$ cat config.mk
export PLATFORM = sky130hd
export DESIGN_NAME = uart_frame_parser
export DESIGN_NICKNAME = d
export VERILOG_FILES = /design/src/rtl/uart_frame_parser.sv
export SDC_FILE = /design/constraint.sdc
export NUM_CORES = 1
export LEC_CHECK = 0
export CAP_MARGIN = 20
export CORE_UTILIZATION = 30
export DETAILED_ROUTE_END_ITERATION = 16
export PLACE_DENSITY = 0.58
export SLEW_MARGIN = 10
export SYNTH_ARGS = -nofsm -noshare
export SYNTH_HDL_FRONTEND = slang
export SYNTH_SLANG_ARGS = --single-unit
$ cat constraint.sdc
create_clock -name clk -period 3.1 [get_ports clk]
set_input_delay 0.465 -clock clk [delete_from_list [all_inputs] [get_ports clk]]
set_output_delay 0.465 -clock clk [all_outputs]
set_load 0.01 [all_outputs]
$ cat src/rtl/uart_frame_parser.sv
// -----------------------------------------------------------------------------
// uart_frame_parser
//
// Assembles the byte stream coming out of a UART receiver into framed packets
//   SYNC, LEN, PAYLOAD[LEN], CHK
// where CHK is the 8-bit XOR of LEN and every payload byte. A good frame is
// kept in an internal payload buffer and announced to the host with a level
// frame_valid that stays high until frame_ack. Malformed frames are rejected
// with one-cycle error pulses.
//
// Optional feature macro: UART_FRAME_TIMEOUT_EN
//   When defined, an inter-byte timeout aborts a stalled partial frame and
//   reports it on the extra err_timeout pulse output.
//
// Parameters
//   MAX_LEN       maximum payload bytes and buffer depth (1..255)
//   SYNC_BYTE     frame start marker
//   TIMEOUT_CLKS  inter-byte timeout in clk cycles (timeout build only)
//
// Ports
//   clk          system clock
//   rst_n        asynchronous active-low reset
//   byte_recv    received byte from the UART receiver
//   recv_valid   one byte accepted on each cycle this is high
//   frame_valid  good frame held in the buffer; held until frame_ack
//   frame_len    payload length of the held frame
//   frame_ack    host releases the held frame
//   rd_addr      payload buffer read address
//   rd_data      payload byte at rd_addr (combinational, 0 beyond MAX_LEN)
//   err_len      pulse: LEN byte was 0 or larger than MAX_LEN
//   err_chk      pulse: checksum mismatch
//   err_drop     pulse: byte arrived while a frame was held
//   err_timeout  pulse: partial frame abandoned (timeout build only)
// -----------------------------------------------------------------------------
module uart_frame_parser #(
    parameter int         MAX_LEN      = 16,
    parameter logic [7:0] SYNC_BYTE    = 8'hA5,
    parameter int         TIMEOUT_CLKS = 1740,
    // A one-entry buffer still needs a one-bit address port.
    localparam int        AW           = (MAX_LEN > 1) ? $clog2(MAX_LEN) : 1
) (
    input  logic          clk,
    input  logic          rst_n,
    input  logic [7:0]    byte_recv,
    input  logic          recv_valid,
    output logic          frame_valid,
    output logic [7:0]    frame_len,
    input  logic          frame_ack,
    input  logic [AW-1:0] rd_addr,
    output logic [7:0]    rd_data,
    output logic          err_len,
    output logic          err_chk,
`ifdef UART_FRAME_TIMEOUT_EN
    output logic          err_timeout,
`endif
    output logic          err_drop
);

    typedef enum logic [2:0] {
        S_HUNT    = 3'd0,
        S_LEN     = 3'd1,
        S_PAYLOAD = 3'd2,
        S_CHK     = 3'd3,
        S_HOLD    = 3'd4
    } state_e;

    localparam logic [7:0] MAX_LEN_B = 8'(MAX_LEN);

    state_e     r_state;
    logic [7:0] r_len;
    logic [7:0] r_idx;
    logic [7:0] r_chk;
    logic [7:0] r_frame_len;
    logic       r_frame_valid;
    logic       r_err_len;
    logic       r_err_chk;
    logic       r_err_drop;
    logic [7:0] r_buf [MAX_LEN];

    state_e     w_state_nxt;
    logic [7:0] w_len_nxt;
    logic [7:0] w_idx_nxt;
    logic [7:0] w_chk_nxt;
    logic [7:0] w_frame_len_nxt;
    logic       w_frame_valid_nxt;
    logic       w_err_len_nxt;
    logic       w_err_chk_nxt;
    logic       w_err_drop_nxt;
    logic       w_buf_we;

`ifdef UART_FRAME_TIMEOUT_EN
    localparam int          TW       = (TIMEOUT_CLKS > 1) ? $clog2(TIMEOUT_CLKS) : 1;
    localparam logic [TW-1:0] TMO_LAST = TW'(TIMEOUT_CLKS - 1);

    logic [TW-1:0] r_tmo_cnt;
    logic          r_err_timeout;
    logic [TW-1:0] w_tmo_cnt_nxt;
    logic          w_err_timeout_nxt;
`endif

    // -------------------------------------------------------------------------
    // Next-state and datapath logic
    // -------------------------------------------------------------------------
    always_comb begin
        // NOTE: every signal driven here gets a default first, so no path can
        // leave one unassigned and infer a latch.
        w_state_nxt       = r_state;
        w_len_nxt         = r_len;
        w_idx_nxt         = r_idx;
        w_chk_nxt         = r_chk;
        w_frame_len_nxt   = r_frame_len;
        w_frame_valid_nxt = r_frame_valid;
        w_err_len_nxt     = 1'b0;
        w_err_chk_nxt     = 1'b0;
        w_err_drop_nxt    = 1'b0;
        w_buf_we          = 1'b0;

        case (r_state)
            S_HUNT: begin
                if (recv_valid && byte_recv == SYNC_BYTE) begin
                    w_state_nxt = S_LEN;
                end
            end

            S_LEN: begin
                if (recv_valid) begin
                    if (byte_recv == 8'd0 || byte_recv > MAX_LEN_B) begin
                        w_err_len_nxt = 1'b1;
                        w_state_nxt   = S_HUNT;
                    end else begin
                        w_len_nxt   = byte_recv;
                        w_chk_nxt   = byte_recv;
                        w_idx_nxt   = 8'd0;
                        w_state_nxt = S_PAYLOAD;
                    end
                end
            end

            S_PAYLOAD: begin
                if (recv_valid) begin
                    w_buf_we  = 1'b1;
                    w_chk_nxt = r_chk ^ byte_recv;
                    // idx returns to 0 only when the payload is complete, so a
                    // MAX_LEN frame never indexes past the buffer.
                    if (r_idx == r_len - 8'd1) begin
                        w_idx_nxt   = 8'd0;
                        w_state_nxt = S_CHK;
                    end else begin
                        w_idx_nxt = r_idx + 8'd1;
                    end
                end
            end

            S_CHK: begin
                if (recv_valid) begin
                    if (byte_recv == r_chk) begin
                        w_frame_len_nxt   = r_len;
                        w_frame_valid_nxt = 1'b1;
                        w_state_nxt       = S_HOLD;
                    end else begin
                        // A rejected CHK byte is consumed here; it is not
                        // offered to HUNT as a possible SYNC.
                        w_err_chk_nxt = 1'b1;
                        w_state_nxt   = S_HUNT;
                    end
                end
            end

            S_HOLD: begin
                // The buffer is busy, including on the ack cycle itself.
                if (recv_valid) begin
                    w_err_drop_nxt = 1'b1;
                end
                if (frame_ack) begin
                    w_frame_valid_nxt = 1'b0;
                    w_state_nxt       = S_HUNT;
                end
            end

            default: begin
                w_frame_valid_nxt = 1'b0;
                w_state_nxt       = S_HUNT;
            end
        endcase

`ifdef UART_FRAME_TIMEOUT_EN
        w_tmo_cnt_nxt     = '0;
        w_err_timeout_nxt = 1'b0;
        if (r_state == S_LEN || r_state == S_PAYLOAD || r_state == S_CHK) begin
            // An arriving byte always beats expiry on the same cycle.
            if (recv_valid) begin
                w_tmo_cnt_nxt = '0;
            end else if (r_tmo_cnt == TMO_LAST) begin
                w_err_timeout_nxt = 1'b1;
                w_idx_nxt         = 8'd0;
                w_state_nxt       = S_HUNT;
            end else begin
                w_tmo_cnt_nxt = r_tmo_cnt + 1'b1;
            end
        end
`endif
    end

    // -------------------------------------------------------------------------
    // State and control registers
    // -------------------------------------------------------------------------
    // NOTE: sequential state uses non-blocking assignments so every register
    // samples the values from before the edge.
    always_ff @(posedge clk or negedge rst_n) begin
        if (!rst_n) begin
            r_state       <= S_HUNT;
            r_len         <= 8'd0;
            r_idx         <= 8'd0;
            r_chk         <= 8'd0;
            r_frame_len   <= 8'd0;
            r_frame_valid <= 1'b0;
            r_err_len     <= 1'b0;
            r_err_chk     <= 1'b0;
            r_err_drop    <= 1'b0;
        end else begin
            r_state       <= w_state_nxt;
            r_len         <= w_len_nxt;
            r_idx         <= w_idx_nxt;
            r_chk         <= w_chk_nxt;
            r_frame_len   <= w_frame_len_nxt;
            r_frame_valid <= w_frame_valid_nxt;
            r_err_len     <= w_err_len_nxt;
            r_err_chk     <= w_err_chk_nxt;
            r_err_drop    <= w_err_drop_nxt;
        end
    end

`ifdef UART_FRAME_TIMEOUT_EN
    always_ff @(posedge clk or negedge rst_n) begin
        if (!rst_n) begin
            r_tmo_cnt     <= '0;
            r_err_timeout <= 1'b0;
        end else begin
            r_tmo_cnt     <= w_tmo_cnt_nxt;
            r_err_timeout <= w_err_timeout_nxt;
        end
    end

    assign err_timeout = r_err_timeout;
`endif

    // -------------------------------------------------------------------------
    // Payload buffer
    // -------------------------------------------------------------------------
    // NOTE: the buffer has no reset; its contents are only meaningful behind
    // frame_valid, which is reset, so resetting storage would buy nothing.
    always_ff @(posedge clk) begin
        if (w_buf_we) begin
            r_buf[r_idx[AW-1:0]] <= byte_recv;
        end
    end

    // Addresses beyond the buffer only exist when MAX_LEN is not a power of 2.
    generate
        if (MAX_LEN == (1 << AW)) begin : g_rd_full
            assign rd_data = r_buf[rd_addr];
        end else begin : g_rd_guard
            assign rd_data = (int'(rd_addr) < MAX_LEN) ? r_buf[rd_addr] : 8'h00;
        end
    endgenerate

    assign frame_valid = r_frame_valid;
    assign frame_len   = r_frame_len;
    assign err_len     = r_err_len;
    assign err_chk     = r_err_chk;
    assign err_drop    = r_err_drop;

endmodule

==> flow_summary.yaml <==
grt:
  grt_max_degree: 40
  antenna_found_initial: 0
  grt_overflow: 0
  grt_pass1_vias: 4008
  grt_pass1_wl_um: 24600
  grt_usage_pct: 13.9
flow_run:
  drv_cap: 0
yosys:
  syn-cell-area_um2: 7050
  syn_avg_cell_area_um2: 16.8
  yosys_warnings: 0
  synth_fp_nets: 440
  netlist_instances: 419
  ys_ff_latch: 167
  seq_area_frac_synth_pct: 68.3
  synth_cell_types: 45
routing:
  vias: 3940
  drtIter0Drc: 335
  drt_pass1_iterations: 4
  drc_errors: 0
  ant_nets: 0
  routed_wl_um: 15800
  wire_per_inst_um: 19.4
  avgViaCountPerCell: 4.84
clocking:
  post_cts_buffers: 0
  cts_tree: "built"
  cts_buffer_depth: 2
  clock-sinks: 167
  cts_hold_buffers: 0
  insertion_delay_ns: 0.43
  cts_made_buffers: 17
  h-tree-depth: 4
  cts_resized: 0
  root_buffer: "clkbuf_16"
  clk_pin_slew_ns: 0.07
placed_design:
  place_ws_ns: 0.0702
  gp_congestion: 0.802
  place_hpwl_um: 10300
  port_buffers: 35
setup_path:
  cp_slowest_cell: "clkdlybuf4s50_1"
  slowest_delay_ns: 0.53
  critical_path_arrival_ns: 2.56
  path_cells: "clkdlybuf4s50_1, buf_4, mux4_2, mux4_2, clkdlybuf4s50_1"
  required_ns: 2.63
  worstSetupStartpointType: "primary input"
  crit_type: "primary input to output port"
  cp-end-kind: "output port"
  crit_fanout: 9
floorplanning:
  fp.dieH_um: 155
  initial_core_util_pct: 30.9
  core_area_um2: 22800
  pin_count: 36
  die_w_um: 155
  std_cell_rows: 55
  die_area_um2: 24100
timing:
  fin_ws_ns: 0.0800
  rsz0062_at_grt: "false"
  post-route-min-period_ns: 3.02
  slew_violations: 0
  fin_crit_sh_pct: 97.4
  setup_tns_ns: 0
  setup_viol: 0
  tightest_slew_ns: 0.904
  finalHoldViolCount: 0
  finalClockSkew_ns: 0.0101
  slew-limit-headroom_pct: 39.7
  max_freq_mhz: 331
min_path:
  hp-class: "primary input to async pin"
power:
  p_per_area_nw_per_um2: 553
  peakVddDrop_mv: 0.473
  p_leak_nw: 2.96
run_status:
  outcome: "complete, no violations"
cells_and_area:
  diodes: 0
  area_growth_pct: 21.6
  drive_gt1_share_pct: 25.5
  fill_cells: 2147
  nNetsFinal: 509
layout make-up:
class	instances	area, µm²	share of cell area [%]
Clock buffer	18	429	5.01
Clock inverter	14	139	1.62
Inverter	7	26.3	0.306
Multi-Input combinational cell	224	2120	24.7
Sequential cell	167	4820	56.2
Tap cell	313	392	4.57
Timing Repair Buffer	71	648	7.56
synthesized netlist by cell type (all sizes together):
library cell	n	share of area [%]
edfxtp	128	55
mux4	40	13
dfrtp	39	14
a21oi	20	1.6
nor2	19	1.0
nand2	15	0.80
nand3	15	1.1
clkbuf	14	0.75
mux2	14	2.2
nor3	14	1.1
o21ai	13	0.92
xnor2	12	1.5
xor2	10	1.2
nor4	8	0.80
buf	7	0.46
inv	7	0.37
nand2b	6	0.53
ha	5	0.89
and2	4	0.35
o21a	3	0.32
a31oi	2	0.18
nand4b	2	0.25
nor3b	2	0.21
o2111ai	2	0.34
o22ai	2	0.18
or2	2	0.18
or3	2	0.18
a21o	1	0.11
a22o	1	0.12
a22oi	1	0.11
and4	1	0.12
nand3b	1	0.11
nand4	1	0.089
nand4bb	1	0.16
o211a	1	0.14
o211ai	1	0.18
o31a	1	0.12
o41ai	1	0.12
or4	1	0.11
cell usage in the layout, fill, tap and decap left out, types with 4 or more instances in the layout:
cell type,instances
nor2_1,19
nor4_1,7
inv_8,4
edfxtp_1,128
and2_1,4
ha_1,5
xnor2_1,12
nand2_1,15
inv_1,7
o21ai_0,13
nand2b_1,6
mux2_2,14
clkbuf_16,17
buf_4,33
a21oi_1,19
clkdlybuf4s50_1,33
dfrtp_1,39
mux4_2,40
nand3_1,15
xor2_1,10
nor3_1,13
stage by stage:
| step | cells | cell area, µm² | util, % | hold WS, ns | total power [mW] |
|---|---|---|---|---|---|
| 3_3_place_gp | 782 | 8010 | 35.0 | 0.497 | 2.75 |
| 5_1_grt | 814 | 8570 | 37.5 | 0.231 | 4.89 |
| 4_1_cts | 814 | 8570 | 37.5 | 0.195 | 4.78 |
| 2_1_floorplan | 419 | 7050 | - | 0.169 | 2.62 |
| 6_report | 814 | 8570 | 37.5 | 0.166 | 4.74 |
| 3_5_place_dp | 782 | 8010 | 35.0 | 0.491 | 2.76 |
logic make-up after synthesis:
| family | after synthesis | share of synthesized area (%) |
|---|---|---|
| compound gates | 49 | 4.42 |
| fa+ha+maj | 5 | 0.887 |
| mux | 54 | 15.0 |
| simple gates | 94 | 7.03 |
| flops | 167 | 68.3 |
| buf+inv | 28 | 1.58 |
| xor+xnor | 22 | 2.73 |
worst paths after layout:
| path | startpoint | endpoint | slack, ns | cells after the start |
|---|---|---|---|---|
| max | rd_addr[1] | rd_data[7] | 0.08 | 5 |
| min | rst_n | frame_len[7] | 0.17 | 1 |
| max reg2reg | r_len[0] | r_state[1] | 0.71 | 8 |
| min reg2reg | frame_valid | frame_valid | 0.51 | 1 |
| max in group asynchronous | rst_n | r_chk[2] | 2.36 | 1 |
| min in group clk | frame_valid | frame_valid | 0.51 | 1 |
per-layer routing:
metal / global-route usage [%] / up-vias / routed length (µm)
met5: 0 / - / 0
met4: 3.69 / 0 / 198
met3: 3.15 / 13 / 793
met2: 22.0 / 108 / 7500
met1: 19.4 / 2027 / 7320
li1: - / 1792 / -
registers in the layout, summed over array words and instances, names as in the netlist:
signal / cells
err_chk: 1
err_drop: 1
err_len: 1
frame_len: 8
frame_valid: 1
r_buf: 128
r_chk: 8
r_idx: 8
r_len: 8
r_state: 3
critical path, delay by kind of cell:
family	cells	cell delay (ns)
multiplexers	2	0.83
buffers and inverters	3	1.26
report_power, final:
| part | switching (mW) | leakage (nW) | internal [mW] |
|---|---|---|---|
| logic | 0.136 | 1.01 | 0.131 |
| registers | 0.0178 | 1.67 | 2.42 |
| clock network | 0.968 | 0.268 | 1.06 |
Note: power is estimated with default switching activity, not from simulation.
